**config.mk**
```make
export PLATFORM = sky130hd
export DESIGN_NAME = fetch_decode_queue_flat
export DESIGN_NICKNAME = d
export VERILOG_FILES = /design/src/rtl/fetch_pkg.sv /design/src/rtl/fetch_decode_queue_if.sv /design/src/rtl/fdq_mem_2w2r.sv /design/src/rtl/fetch_decode_queue.sv /design/src/flat_wrapper.sv
export SDC_FILE = /design/constraint.sdc
export NUM_CORES = 2
export LEC_CHECK = 0
export ABC_AREA = 0
export CAP_MARGIN = 20
export CORE_MARGIN = 3
export CORE_UTILIZATION = 55
export DETAILED_ROUTE_END_ITERATION = 7
export PLACE_DENSITY = 0.87
export SLEW_MARGIN = 20
export SYNTH_ARGS = -nofsm -noshare
export SYNTH_HDL_FRONTEND = slang
export SYNTH_SLANG_ARGS = --single-unit
```
**constraint.sdc**
```tcl
create_clock -name clk -period 12.7 [get_ports clk]
set_clock_uncertainty 0.05 [all_clocks]
set_input_delay 2.54 -clock clk [delete_from_list [all_inputs] [get_ports clk]]
set_output_delay 2.54 -clock clk [all_outputs]
set_load 0.02 [all_outputs]
```
**src/rtl/fetch_pkg.sv**
```systemverilog
// fetch_pkg: shared widths and entry layout for the fetch-to-decode queue.
package fetch_pkg;
    localparam int PC_WIDTH = 39;
    localparam int EXCEPTION_CAUSE_WIDTH = 4;
    localparam int FDQ_DEPTH = 8;
    localparam int PTR_W = $clog2(FDQ_DEPTH);
    localparam int CNT_W = PTR_W + 1;

    typedef struct packed {
        logic [PC_WIDTH-1:0] pc;
        logic [PC_WIDTH-1:0] next_pc;
        logic [PC_WIDTH-1:0] predict_pc;
        logic [31:0] instruction;
        logic is_rv;
        logic exception_valid;
        logic [EXCEPTION_CAUSE_WIDTH-1:0] ecause;
    } fdq_entry_t;

    function automatic logic [CNT_W-1:0] slots(input logic a, input logic b);
        return CNT_W'(a) + CNT_W'(b);
    endfunction
endpackage

```
**src/rtl/fetch_decode_queue_if.sv**
```systemverilog
// fetch_decode_queue_if: fetch-side and decode-side handshakes of the instruction queue.
interface fetch_decode_queue_if;
    import fetch_pkg::*;
    logic flush;
    logic first_vld;
    logic second_vld;
    fdq_entry_t first;
    fdq_entry_t second;
    logic single_rdy;
    logic double_rdy;
    logic dec_first_vld;
    logic dec_second_vld;
    logic dec_first_rdy;
    logic dec_second_rdy;
    fdq_entry_t dec_first;
    fdq_entry_t dec_second;
    logic [CNT_W-1:0] count;
    logic empty;

    modport master (
        output flush, first_vld, second_vld, first, second, dec_first_rdy, dec_second_rdy,
        input single_rdy, double_rdy, dec_first_vld, dec_second_vld, dec_first, dec_second, count, empty
    );
    modport slave (
        input flush, first_vld, second_vld, first, second, dec_first_rdy, dec_second_rdy,
        output single_rdy, double_rdy, dec_first_vld, dec_second_vld, dec_first, dec_second, count, empty
    );
endinterface

```
**src/rtl/fdq_mem_2w2r.sv**
```systemverilog
// fdq_mem_2w2r: entry array with two adjacent write ports and two async read ports.
module fdq_mem_2w2r
    import fetch_pkg::*;
(
    input  logic clk,
    input  logic we0,
    input  logic we1,
    input  logic [PTR_W-1:0] waddr,
    input  logic [PTR_W-1:0] raddr,
    input  fdq_entry_t wdata0,
    input  fdq_entry_t wdata1,
    output fdq_entry_t rdata0,
    output fdq_entry_t rdata1
);
    fdq_entry_t mem [FDQ_DEPTH];
    logic [PTR_W-1:0] waddr1;
    logic [PTR_W-1:0] raddr1;

    always_comb begin
        waddr1 = waddr + PTR_W'(1);
        raddr1 = raddr + PTR_W'(1);
        rdata0 = mem[raddr];
        rdata1 = mem[raddr1];
    end

    always_ff @(posedge clk) begin
        if (we0) mem[waddr] <= wdata0;
        if (we1) mem[waddr1] <= wdata1;
    end
endmodule

```
**src/rtl/fetch_decode_queue.sv**
```systemverilog
// fetch_decode_queue: dual-issue in-order instruction buffer between fetch and decode.
module fetch_decode_queue
    import fetch_pkg::*;
(
    input logic clk,
    input logic rst,
    fetch_decode_queue_if.slave bus
);
    logic [PTR_W-1:0] wr_ptr;
    logic [PTR_W-1:0] rd_ptr;
    logic [CNT_W-1:0] cnt;
    logic wr0, wr1, pop0, pop1;
    fdq_entry_t rd0, rd1;

    // Readies look only at the registered count so decode rdy never reaches fetch rdy.
    always_comb begin
        bus.single_rdy = ~rst & (cnt < CNT_W'(FDQ_DEPTH));
        bus.double_rdy = ~rst & (cnt < CNT_W'(FDQ_DEPTH - 1));
        bus.dec_first_vld = ~rst & ~bus.flush & (cnt != '0);
        bus.dec_second_vld = ~rst & ~bus.flush & (cnt > CNT_W'(1));
        wr0 = bus.first_vld & bus.single_rdy & ~bus.flush;
        wr1 = wr0 & bus.second_vld & bus.double_rdy;
        pop0 = bus.dec_first_vld & bus.dec_first_rdy;
        pop1 = pop0 & bus.dec_second_vld & bus.dec_second_rdy;
        bus.dec_first = bus.dec_first_vld ? rd0 : '0;
        bus.dec_second = bus.dec_second_vld ? rd1 : '0;
        bus.count = rst ? '0 : cnt;
        bus.empty = bus.count == '0;
    end

    fdq_mem_2w2r u_mem (
        .clk(clk),
        .we0(wr0),
        .we1(wr1),
        .waddr(wr_ptr),
        .raddr(rd_ptr),
        .wdata0(bus.first),
        .wdata1(bus.second),
        .rdata0(rd0),
        .rdata1(rd1)
    );

    always_ff @(posedge clk) begin
        if (rst | bus.flush) begin
            wr_ptr <= '0;
            rd_ptr <= '0;
            cnt <= '0;
        end else begin
            wr_ptr <= wr_ptr + PTR_W'(slots(wr0, wr1));
            rd_ptr <= rd_ptr + PTR_W'(slots(pop0, pop1));
            cnt <= cnt + slots(wr0, wr1) - slots(pop0, pop1);
        end
    end
endmodule

```
**src/flat_wrapper.sv**
```systemverilog
// flat-port wrapper written by rule: the top's interface ports become plain ports
module fetch_decode_queue_flat import fetch_pkg::*;
  (clk, rst, bus_flush, bus_first_vld, bus_second_vld, bus_first, bus_second, bus_dec_first_rdy, bus_dec_second_rdy, bus_single_rdy, bus_double_rdy, bus_dec_first_vld, bus_dec_second_vld, bus_dec_first, bus_dec_second, bus_count, bus_empty);
  fetch_decode_queue_if bus_i ();
  input logic clk;
  input logic rst;
  input wire logic [$bits(bus_i.flush)-1:0] bus_flush;
  input wire logic [$bits(bus_i.first_vld)-1:0] bus_first_vld;
  input wire logic [$bits(bus_i.second_vld)-1:0] bus_second_vld;
  input wire logic [$bits(bus_i.first)-1:0] bus_first;
  input wire logic [$bits(bus_i.second)-1:0] bus_second;
  input wire logic [$bits(bus_i.dec_first_rdy)-1:0] bus_dec_first_rdy;
  input wire logic [$bits(bus_i.dec_second_rdy)-1:0] bus_dec_second_rdy;
  output wire logic [$bits(bus_i.single_rdy)-1:0] bus_single_rdy;
  output wire logic [$bits(bus_i.double_rdy)-1:0] bus_double_rdy;
  output wire logic [$bits(bus_i.dec_first_vld)-1:0] bus_dec_first_vld;
  output wire logic [$bits(bus_i.dec_second_vld)-1:0] bus_dec_second_vld;
  output wire logic [$bits(bus_i.dec_first)-1:0] bus_dec_first;
  output wire logic [$bits(bus_i.dec_second)-1:0] bus_dec_second;
  output wire logic [$bits(bus_i.count)-1:0] bus_count;
  output wire logic [$bits(bus_i.empty)-1:0] bus_empty;
  assign bus_i.flush = bus_flush;
  assign bus_i.first_vld = bus_first_vld;
  assign bus_i.second_vld = bus_second_vld;
  assign bus_i.first = bus_first;
  assign bus_i.second = bus_second;
  assign bus_i.dec_first_rdy = bus_dec_first_rdy;
  assign bus_i.dec_second_rdy = bus_dec_second_rdy;
  assign bus_single_rdy = bus_i.single_rdy;
  assign bus_double_rdy = bus_i.double_rdy;
  assign bus_dec_first_vld = bus_i.dec_first_vld;
  assign bus_dec_second_vld = bus_i.dec_second_vld;
  assign bus_dec_first = bus_i.dec_first;
  assign bus_dec_second = bus_i.dec_second;
  assign bus_count = bus_i.count;
  assign bus_empty = bus_i.empty;
  fetch_decode_queue u_core (.clk(clk), .rst(rst), .bus(bus_i));
endmodule
```
==> flow_metrics.env <==
export IMPL_irDropWorstVdd_mv=0.137
export IMPL_layout_nets=4717
export IMPL_post_cts_buffers=0
export IMPL_power_density_nw_per_um2=110
export IMPL_die_height_um=365
export IMPL_cts_resized=0
export IMPL_setup_violations=0
export IMPL_cp_data_required_time_ns=10.11
export IMPL_cts_buffer_depth=3
export IMPL_drt_iter0_drc=6095
export IMPL_cts_clk_slew_worst_paths_ns=0.06
export IMPL_nFillCells=8337
export IMPL_crit_arrival_ns=6.16
export IMPL_core_area_um2=127000
export IMPL_yosys_area_top_type="edfxtp_1"
export IMPL_synthFlopType="edfxtp_1"
export IMPL_synthDistinctLibCells=40
export IMPL_overflow=0
export IMPL_worst_pin_slew_ns=1.17
export IMPL_antenna_found_initial=62
export IMPL_drive_gt1_share_pct=44.5
export IMPL_fin_util_pct=65.2
export IMPL_cts_buffers_inserted=137
export IMPL_finalCritPeriodShare_pct=68.9
export IMPL_die_area_um2=133000
export IMPL_dp_hpwl_mm=119
export IMPL_synthCells=3884
export IMPL_period_minus_slack_ns=8.75
export IMPL_area_growth_pct=16.8
export IMPL_synth_fp_nets=4217
export IMPL_grt_pass1_vias=45189
export IMPL_route_layer_met1_wl_mm=74.2
export IMPL_drv_slew=0
export IMPL_seq_area_frac_synth_pct=52.9
export IMPL_r2r_slack_ns=7.62
export IMPL_gp_congestion=0.829
export IMPL_crit_slowest_cell="buf_4"
export IMPL_syn_cell_area_um2=70700
export IMPL_pin_count=636
export IMPL_cts_root_buffer="clkbuf_16"
export IMPL_fmaxAchievable_ghz=0.114
export IMPL_path_max_fanout=48
export IMPL_wl_met2_mm=99.9
export IMPL_synth_area_leaders="edfxtp_1 (53%), mux4_2 (20%), mux2_2 (17%)"
export IMPL_min_path_type="reg -> reg"
export IMPL_port_buffers=635
export IMPL_synth_top_area_share_pct=52.7
export IMPL_syn_area_per_cell_um2=18.2
export IMPL_synth_seq_cells=1250
export IMPL_initial_core_util_pct=55.8
export IMPL_detail_route_antenna_nets=0
export IMPL_vias=44457
export IMPL_fp_dieW_um=365
export IMPL_cellLeakagePower_nw=25.2
export IMPL_grt_max_degree=153
export IMPL_firstDrtPassIters=6
export IMPL_synthArstFlopShare_pct=0
export IMPL_rows=130
export IMPL_yosysMostFrequentCell="edfxtp_1"
export IMPL_cts_sinks=1250
export IMPL_setup_tns_ns=0
export IMPL_cp_start_kind="input pin"
export IMPL_ctsHoldBuffers=0
export IMPL_dr_max_layer_used="met5"
export IMPL_hold_violations=0
export IMPL_track_usage_pct=31.1
export IMPL_avgRoutedWirePerCell_um=33.7
export IMPL_critical_path_class="in -> out"
export IMPL_drc=0
export IMPL_drt_wl_total_mm=209
export IMPL_yosys_top_cells_count="edfxtp_1 (1240), mux2_2 (1090), mux4_2 (620)"
export IMPL_synth_edf_count=1240
export IMPL_status="finished, final reports clean"
export IMPL_grt_setup_unrepaired="no"
export IMPL_clkLatencyLatePin_ns=0.77
export IMPL_cap_violations=0
export IMPL_slowest_delay_ns=0.73
export IMPL_htreeDepth=4
export IMPL_yosysWarnings=0
export IMPL_avgViaCountPerCell=7.18
export IMPL_wl_met3_mm=24.3
export IMPL_maxSlewHeadroom_pct=22.1
export IMPL_worstSetupEndpointType="output port"
export IMPL_grt_pass1_wl_mm=304
export IMPL_cts_tree="yes"
export IMPL_path_cells="clkdlybuf4s50_1, or2_2, nor3b_2, buf_4, buf_4, a22o_1, clkdlybuf4s50_1"
[cell usage in the layout (no fill, tap or decap), drive strengths merged, types with 2 or more instances in the layout]
| cell | instances |
|---|---|
| edfxtp | 1240 |
| mux2 | 1240 |
| clkdlybuf4s50 | 635 |
| mux4 | 620 |
| a22o | 310 |
| clkbuf | 167 |
| buf | 77 |
| clkinv | 62 |
| diode | 52 |
| inv | 19 |
| nor2 | 16 |
| ha | 12 |
| dfxtp | 10 |
| bufinv | 7 |
| nor4 | 7 |
| a21oi | 7 |
| and2 | 5 |
| nor3b | 5 |
| xor2 | 4 |
| nand3b | 4 |
| nand3 | 4 |
| or4 | 4 |
| fa | 4 |
| and3 | 4 |
| nand4 | 3 |
| a41oi | 3 |
| nand2 | 3 |
| clkinvlp | 3 |
| nor3 | 3 |
| nor2b | 2 |
| xnor2 | 2 |
[per-stage QoR]
stage                     hold slack [ns]  total power, mW  setup WS (ns)  instance area [µm²]  std cells
after floorplan                     0.487             5.03          0.966                70700       3884
after global placement              0.526             5.31           4.13                78200       5894
after detailed placement            0.543             5.33           4.03                78200       5894
after CTS                           0.553             9.10           4.00                82400       6139
after global routing                0.577             9.31           3.68                82500       6173
final                               0.560             9.09           3.95                82600       6192
[layout make-up]
cell class | count | area, µm² | share of cell area (%)
multi-input combinational | 2270 | 31500 | 38.2
inverter | 13 | 48.8 | 0.0591
timing repair buffer | 712 | 7140 | 8.65
antenna | 52 | 130 | 0.158
clock buffer | 167 | 3580 | 4.34
clock inverter | 78 | 606 | 0.733
sequential | 1250 | 37400 | 45.4
tap | 1650 | 2060 | 2.50
[worst paths after layout]
kind / cells after the start / end / from
worst max register to register: 6 / u_core.u_mem.mem[6][90] / u_core.wr_ptr[0]
worst max-delay path: 7 / bus_dec_first[137] / rst
worst min-delay path: 2 / u_core.rd_ptr[2] / u_core.rd_ptr[2]
worst min register to register: 2 / u_core.rd_ptr[2] / u_core.rd_ptr[2]
[cell families (layout without fill, tap and decap cells)]
group / Yosys count / in the layout / share of synthesized area, %
buffers and inverters: 364 / 970 / 2.66
flip-flops: 1250 / 1250 / 52.9
other: 0 / 52 / 0
AO/OA/AOI/OAI: 321 / 321 / 3.94
multiplexers: 1861 / 1861 / 39.5
XOR/XNOR: 6 / 6 / 0.0743
adder cells (fa/ha/maj): 16 / 16 / 0.326
AND/OR/NAND/NOR: 66 / 66 / 0.563
[metal layers]
metal / vias to the layer above / global-route usage [%]
met1: 23044 / 40.7
met5: - / 0
met3: 534 / 8.06
met4: 28 / 16.0
li1: 17734 / -
met2: 3117 / 48.5
[critical path, delay by kind of cell]
kind | cells | cell delay, ns
compound gates | 1 | 0.26
buf+inv | 4 | 2.51
simple gates | 2 | 0.69
[sequential cells by signal, summed over array words and instances (netlist names)]
signal / cells
u_core.wr_ptr: 3
u_core.rd_ptr: 3
u_core.u_mem.mem: 1240
u_core.cnt: 4
[power breakdown]
| group | switching [mW] | internal [mW] | leakage, nW | total [mW] |
|---|---|---|---|---|
| Sequential | 0.0176 | 4.58 | 11.3 | 4.59 |
| Clock | 1.67 | 2.15 | 2.05 | 3.83 |
| Combinational | 0.314 | 0.353 | 11.9 | 0.666 |
No activity file was read; power rests on OpenSTA's default activity.
